File: src/rtl/cansec_aes_seq.sv
// Sequencer for the CAN XL AES insertion stage: ciphertext pass, then tag pass, on an external AES-128 core.
// Optional AES-done watchdog is built only when `CANSEC_AES_TIMEOUT_EN` is defined.
module cansec_aes_seq #(
  parameter int TO_CYCLES = 255
) (
  input  logic         clk,
  input  logic         g_rst,
  input  logic         tx_sec,
  input  logic         sec_start,
  input  logic         tx_success,
  input  logic [127:0] pt_blk,
  input  logic [127:0] hdr_blk,
  input  logic [127:0] iv,
  output logic         aes_start,
  output logic [127:0] aes_in,
  input  logic [127:0] aes_out,
  input  logic         aes_done,
  output logic [127:0] dataout,
  output logic         done,
  output logic [127:0] dataout_combined,
  output logic         done_combined,
  output logic         sec_busy,
  output logic         sec_err
);

  typedef enum logic [2:0] {
    S_IDLE,
    S_ENC,
    S_WAIT_ENC,
    S_TAG,
    S_WAIT_TAG,
    S_HOLD
  } state_t;

  state_t       state;
  logic [127:0] hdr_r;

`ifdef CANSEC_AES_TIMEOUT_EN
  localparam logic [7:0] TO_LAST = 8'(TO_CYCLES - 1);
  logic [7:0] to_cnt;
`endif

  // aes_in is loaded on the edge that enters ENC/TAG so the core sees it together with aes_start;
  // the ciphertext therefore lives in dataout and needs no separate copy.
  always_ff @(posedge clk) begin
    if (g_rst) begin
      state            <= S_IDLE;
      hdr_r            <= '0;
      aes_start        <= 1'b0;
      aes_in           <= '0;
      dataout          <= '0;
      done             <= 1'b0;
      dataout_combined <= '0;
      done_combined    <= 1'b0;
      sec_busy         <= 1'b0;
      sec_err          <= 1'b0;
`ifdef CANSEC_AES_TIMEOUT_EN
      to_cnt           <= '0;
`endif
    end else begin
      aes_start <= 1'b0;
      done      <= 1'b0;
      sec_err   <= 1'b0;
`ifdef CANSEC_AES_TIMEOUT_EN
      if (state == S_WAIT_ENC || state == S_WAIT_TAG) begin
        to_cnt <= to_cnt + 8'd1;
      end else begin
        to_cnt <= '0;
      end
`endif
      if (tx_success) begin
        state            <= S_IDLE;
        hdr_r            <= '0;
        aes_in           <= '0;
        dataout          <= '0;
        dataout_combined <= '0;
        done_combined    <= 1'b0;
        sec_busy         <= 1'b0;
      end else begin
        case (state)
          S_IDLE: begin
            if (sec_start && tx_sec) begin
              hdr_r     <= hdr_blk;
              aes_in    <= pt_blk ^ iv;
              aes_start <= 1'b1;
              sec_busy  <= 1'b1;
              state     <= S_ENC;
            end
          end
          S_ENC: begin
            state <= S_WAIT_ENC;
          end
          S_WAIT_ENC: begin
            if (aes_done) begin
              dataout   <= aes_out;
              done      <= 1'b1;
              aes_in    <= aes_out ^ hdr_r;
              aes_start <= 1'b1;
              state     <= S_TAG;
            end
`ifdef CANSEC_AES_TIMEOUT_EN
            else if (to_cnt == TO_LAST) begin
              sec_err          <= 1'b1;
              state            <= S_IDLE;
              hdr_r            <= '0;
              aes_in           <= '0;
              dataout          <= '0;
              dataout_combined <= '0;
              done_combined    <= 1'b0;
              sec_busy         <= 1'b0;
            end
`endif
          end
          S_TAG: begin
            state <= S_WAIT_TAG;
          end
          S_WAIT_TAG: begin
            if (aes_done) begin
              dataout_combined <= aes_out;
              done_combined    <= 1'b1;
              sec_busy         <= 1'b0;
              state            <= S_HOLD;
            end
`ifdef CANSEC_AES_TIMEOUT_EN
            else if (to_cnt == TO_LAST) begin
              sec_err          <= 1'b1;
              state            <= S_IDLE;
              hdr_r            <= '0;
              aes_in           <= '0;
              dataout          <= '0;
              dataout_combined <= '0;
              done_combined    <= 1'b0;
              sec_busy         <= 1'b0;
            end
`endif
          end
          S_HOLD: begin
            state <= S_HOLD;
          end
          default: begin
            state <= S_IDLE;
          end
        endcase
      end
    end
  end

  ap_to_range: assert property (@(posedge clk) (TO_CYCLES >= 1) && (TO_CYCLES <= 255));
  ap_start_one: assert property (@(posedge clk) disable iff (g_rst) aes_start |=> !aes_start);
  ap_done_one: assert property (@(posedge clk) disable iff (g_rst) done |=> !done);

endmodule

File: config.mk
export PLATFORM = sky130hd
export DESIGN_NAME = cansec_aes_seq
export DESIGN_NICKNAME = d
export VERILOG_FILES = /design/src/rtl/cansec_aes_seq.sv
export SDC_FILE = /design/constraint.sdc
export NUM_CORES = 1
export LEC_CHECK = 0
export ABC_AREA = 1
export BUFFER_PORTS_ARGS = -buffer_cell sky130_fd_sc_hd__buf_4
export CAP_MARGIN = 30
export CORE_AREA = 5 5 353 355
export DETAILED_ROUTE_END_ITERATION = 8
export DIE_AREA = 0 0 358 360
export PLACE_DENSITY = 0.41
export SYNTH_ARGS = -nofsm -noshare
export SYNTH_HDL_FRONTEND = slang
export SYNTH_SLANG_ARGS = --single-unit
File: constraint.sdc
create_clock -name clk -period 1.31 [get_ports clk]
set_input_delay 0.131 -clock clk [delete_from_list [all_inputs] [get_ports clk]]
set_output_delay 0.131 -clock clk [all_outputs]
set_load 0.05 [all_outputs]
# Word level (Yosys, flattened, before mapping)
# Index checks and enable logic that the tools add are counted.
[op_classes] n_reduce_logical=12 bitwise_logic=3 n_eq_ne=8 muxes=13
[op_table] operator="128-bit two-way mux" n=2
[op_table] operator="128-bit case mux with 2 select lines" n=1
[op_table] operator="128-bit bitwise XOR" n=2
[op_table] operator="3-bit case mux with 6 select lines" n=1
[op_table] operator="3-bit two-way mux" n=3
[op_table] operator="3-bit AND reduction" n=3
[op_table] operator="3-bit by 2-bit == test with 1-bit output, second input constant" n=2
[op_table] operator="3-bit == test, second input constant" n=2
[op_table] operator="2-bit != test, second input constant" n=3
[op_table] operator="2-bit AND reduction" n=3
[op_table] operator="1-bit two-way mux" n=4
[op_table] operator="1-bit case mux with 2 select lines" n=2
[op_table] operator="2-bit nonzero test" n=2
[op_table] operator="3-bit by 1-bit == test with 1-bit output, second input constant" n=1
[op_table] operator="3-bit zero test" n=1
[op_table] operator="3-bit OR reduction" n=1
[op_table] operator="2-bit OR reduction" n=1
[op_table] operator="1-bit logical AND" n=1
[op_table] operator="1-bit inverter" n=1
[word_totals] out_inout_bits=389 elab_cells=45 in_bits=518 regBits=519

# Longest topological paths before layout
[logic_depth] word_depth=3 depth_mapped=9 ltp_nobuf=8

# Worst setup path after synthesis
# OpenSTA, ideal clock, no wires.
[synth_timing] path_kind="reg-to-reg" startpoint="register state[2]" endpoint="register aes_in[12]" stages_incl_launch_ff=9 path_slack_ns=-0.073 required_ns=1.194 n_path_buf=2 synth_period_minus_slack_ns=1.383 setup_ns=0.116 arrival_time_ns=1.267 cell_sequence="dfxtp_1 nor2_2 nand3_1 nand2_1 inv_2 buf_2 buf_2 nor2_1 nor2_1"
[synth_via] elab_chain_len=3 elab_cells_between_ends=7 cone_classes="eq/ne (3); mux (1); reduce/logical (3)"
[synth_rtl] element="start, declared" line="35" rtl="state_t state;"
[synth_rtl] element="start signal, assigned" line="47" rtl="state <= S_IDLE;"
[synth_rtl] element="start signal, assigned" line="72" rtl="state <= S_IDLE;"
[synth_rtl] element="start signal, assigned" line="87" rtl="state <= S_ENC;"
[synth_rtl] element="3-bit by 2-bit == test with 1-bit output / 3-bit zero test (equally long branches)" line="80" rtl="case (state)"
[synth_rtl] element="2-bit != test (no line) / 2-bit nonzero test (equally long branches)"
[synth_rtl] element="3-bit AND reduction (no line)"
[synth_rtl] element="end signal, assigned" line="84" rtl="aes_in <= pt_blk ^ iv;"
[synth_rtl] element="end signal, assigned" line="97" rtl="aes_in <= aes_out ^ hdr_r;"
[synth_rtl] element="end, declared" line="15" rtl="output logic [127:0] aes_in,"
# Several ways; a longest one is shown, not always the timed one.
# A chain may end at the register's enable or synchronous reset.

# Worst setup path after layout
[layout_timing] startpoint="register state[0]" endpoint="register aes_in[60]"
# Same word-level chain as after synthesis.

==> flow_summary.ini <==
[cts]
cts_tree = built
cts_buffer_depth = 3
h-tree-depth = 3
clock_latency_ns = 0.64
clk_transition_reported_paths_ns = 0.06
cts.sinks = 519
cts_buffers = 69
root_buffer = clkbuf_16

[routing]
drt-initial-drc-count = 1577
routedWlPerCell_um = 20.4
drc = 0
vias = 28000
drtAntennaViolNets = 0
viasPerCell = 4.22
routed_wirelength_mm = 135
drt_first_pass_iters = 7

[floorplanning]
fp.dieH_um = 360
die_area_um2 = 129000
row_count = 128
core-area_um2 = 121000
initial_core_util = 0.191
boundaryPins = 907
die_x_um = 358

[layout]
final_cell_area_um2 = 43800
drive_gt1_frac = 0.298
fin_nets = 5457
area.growth.synth_to_final_pct = 89.7
nFillCells = 12800
fin_cells = 6623

[place]
gp_congestion = 0.838
post_dp_cell_area_um2 = 33000
place_inst = 5876
hpwlAfterDp_mm = 91.8
io_buffer_count = 905

[timing]
final_hold_viol_count = 0
max_freq_mhz = 617
setup_ws_ns = -0.310
worstMarginPinSlew_ns = 0.504
slew-limit-headroom = 0.664
fin_tns_setup_ns = -87.46
finalSetupViolations = 659
fin_crit_ns = 1.62
min_period_over_period = 1.24
finClkSkew_ns = 0.0274
rsz0062_at_grt = true
slew_violations = 0

[worst_setup_path]
worstPathBufferInverterCount = 4
cp_max_fo = 9
end_kind = register
cp-start-kind = register
slowest_stage = dfxtp_2
cp-startpoint = state[0]
timing.rr.start = state[0]
worst_r2r_path_depth = 9
arrival_ns = 2.18
critPathTopFamily = buffers and inverters
critPathMaxStageDelay_ns = 0.33
critPathKind = register to register
critPathRequiredTime_ns = 1.87
crit_chain = nor2_2 -> buf_6 -> nand3_4 -> buf_12 -> nand2_8 -> buf_16 -> clkbuf_16 -> nand2_1 -> a21oi_1
cp.depth = 9

[yosys]
async_flop_share = 0
synth.area.top_cells = dfxtp_1, nand2_1, a21oi_1
ys_seq_area_frac = 0.450
synth_common_cells = nand2_1, dfxtp_1, a21oi_1
synth_nets = 3916
syn_inst = 3398
ys_ff_latch = 519
syn-cell-area_um2 = 23100
ys_types = 20
synth_warnings = 0
yosysMostFrequentCell = nand2_1
synth_top_area_cell = dfxtp_1
syn_avg_cell_area_um2 = 6.79
ys.flop_type = dfxtp_1
synth_edf_count = 0
synth_top_area_share = 0.450

[hold_path]
min_from = pt_blk[105]
whs_path_depth = 6
worstHoldPathType = primary input to register

[status]
outcome = finished, violations left
violations = setup timing

[global_routing]
grt_max_degree = 65
antenna_found_initial = 6
grt_pass1_wl_mm = 183
grt_use_total = 0.190
overflow = 0
grt_pass1_vias = 28100

[pwr]
p_int_mw = 31.9
seqPwrFrac = 0.368
pwr-share-clk = 0.449
p_leak_nw = 20.1
max-vdd-ir-drop_v = 0.000777
p_per_area_nw_per_um2 = 1010
p_switching_mw = 12.3
combPwrFrac = 0.183
switching_share = 0.279

[run]
drv_cap = 0
[registers in the layout (all words and copies together) (netlist names)]
| name | flops |
|---|---|
| done | 1 |
| dataout_combined | 128 |
| hdr_r | 128 |
| state | 3 |
| sec_busy | 1 |
| done_combined | 1 |
| aes_start | 1 |
| dataout | 128 |
| aes_in | 128 |
[power by group through the flow]
| stage | Clock, mW | Combinational [mW] | Sequential [mW] |
|---|---|---|---|
| final | 19.8 | 8.08 | 16.2 |
| after global routing | 21.0 | 8.68 | 16.3 |
| after CTS | 20.4 | 7.62 | 16.2 |
| after detailed placement | 0 | 5.64 | 16.6 |
| after global placement | 0 | 5.63 | 16.6 |
| after floorplan | 0 | 1.99 | 17.0 |
[stage by stage]
stage	worst slack (ns)	hold slack [ns]	total power, mW	util
2_1_floorplan	-0.00881	0.266	19.0	-
3_3_place_gp	-0.327	0.394	22.2	0.273
3_5_place_dp	-0.341	0.396	22.2	0.273
4_1_cts	-0.272	0.000590	44.2	0.349
5_1_grt	-0.400	0.0319	45.9	0.362
6_report	-0.310	0.0321	44.2	0.362
[final cells by class]
| class | instances | area, um2 | area share |
|---|---|---|---|
| tap | 1625 | 2030 | 0.0464 |
| multi-input combinational | 2306 | 11200 | 0.256 |
| inverter | 355 | 1350 | 0.0309 |
| clock buffer | 100 | 2030 | 0.0463 |
| sequential | 519 | 10400 | 0.238 |
| antenna | 6 | 15.0 | 0.000343 |
| clock inverter | 24 | 318 | 0.00726 |
| timing repair buffer | 1688 | 16400 | 0.375 |
[worst paths after layout]
| check | endpoint | slack [ns] |
|---|---|---|
| setup / recovery | aes_in[60] | -0.31 |
| hold / removal | aes_in[105] | 0.03 |
| setup reg to reg | aes_in[60] | -0.31 |
| hold reg to reg | hdr_r[25] | 0.45 |
[layout by cell type, fill, tap and decap left out, types with 2 or more instances in the layout]
master	synthesis	layout
o21ai_0	299	149
buf_6	0	33
inv_6	0	2
bufinv_16	0	5
nand2_4	0	7
nand3b_1	11	11
dfxtp_2	0	4
nor2_1	236	203
clkinv_2	0	13
buf_4	5	973
buf_12	0	69
a21oi_2	0	26
bufbuf_16	0	3
o21ai_2	0	87
clkbuf_1	112	15
clkbuf_16	0	99
diode_2	0	6
nand2_1	1043	1005
inv_16	0	2
nor2_2	3	27
o21ai_4	0	5
dfxtp_4	0	3
dfxtp_1	519	512
buf_16	0	35
nand3_4	0	3
dlygate4sd3_1	0	519
nand2_2	0	30
nor2_4	0	9
xor2_1	110	110
a21oi_1	393	367
clkbuf_8	0	14
nand3_2	1	3
nand3_1	194	189
inv_1	351	350
o21ai_1	13	71
buf_8	0	28
[cell families after synthesis]
family	Yosys count	share of synthesized area
and+or+nand+nor	1488	0.255
AOI/OAI and AO/OA	707	0.154
buffers and inverters	573	0.0992
DFF	519	0.450
xor gates and xnor gates	110	0.0418
other	1	0.000163
[worst reg2reg max path, delay by kind of cell (launching register included)]
family / cells / cell delay, ns
flip-flops: 1 / 0.33
AO/OA/AOI/OAI: 1 / 0.11
AND/OR/NAND/NOR: 4 / 0.38
buffers and inverters: 4 / 0.74
[layer usage]
metal	up-vias	routed length, um	GRT usage
met5	-	25	0
met4	4	4240	0.0649
met3	169	8750	0.0418
met2	876	65300	0.328
met1	13100	56800	0.233
li1	13800	-	-
[repair_timing]
action | 4_1_cts | 5_1_grt
cloned | 26 | 33
setup endpoints to repair | 896 | 903
endpoints found under the hold margin | 502 | 0
pin swaps | 9 | 55
hold buffers | 519 | 0
gates resized for setup | 282 | 259
buffers inserted | 20 | 23
Note: power is estimated with default switching activity, not from simulation.
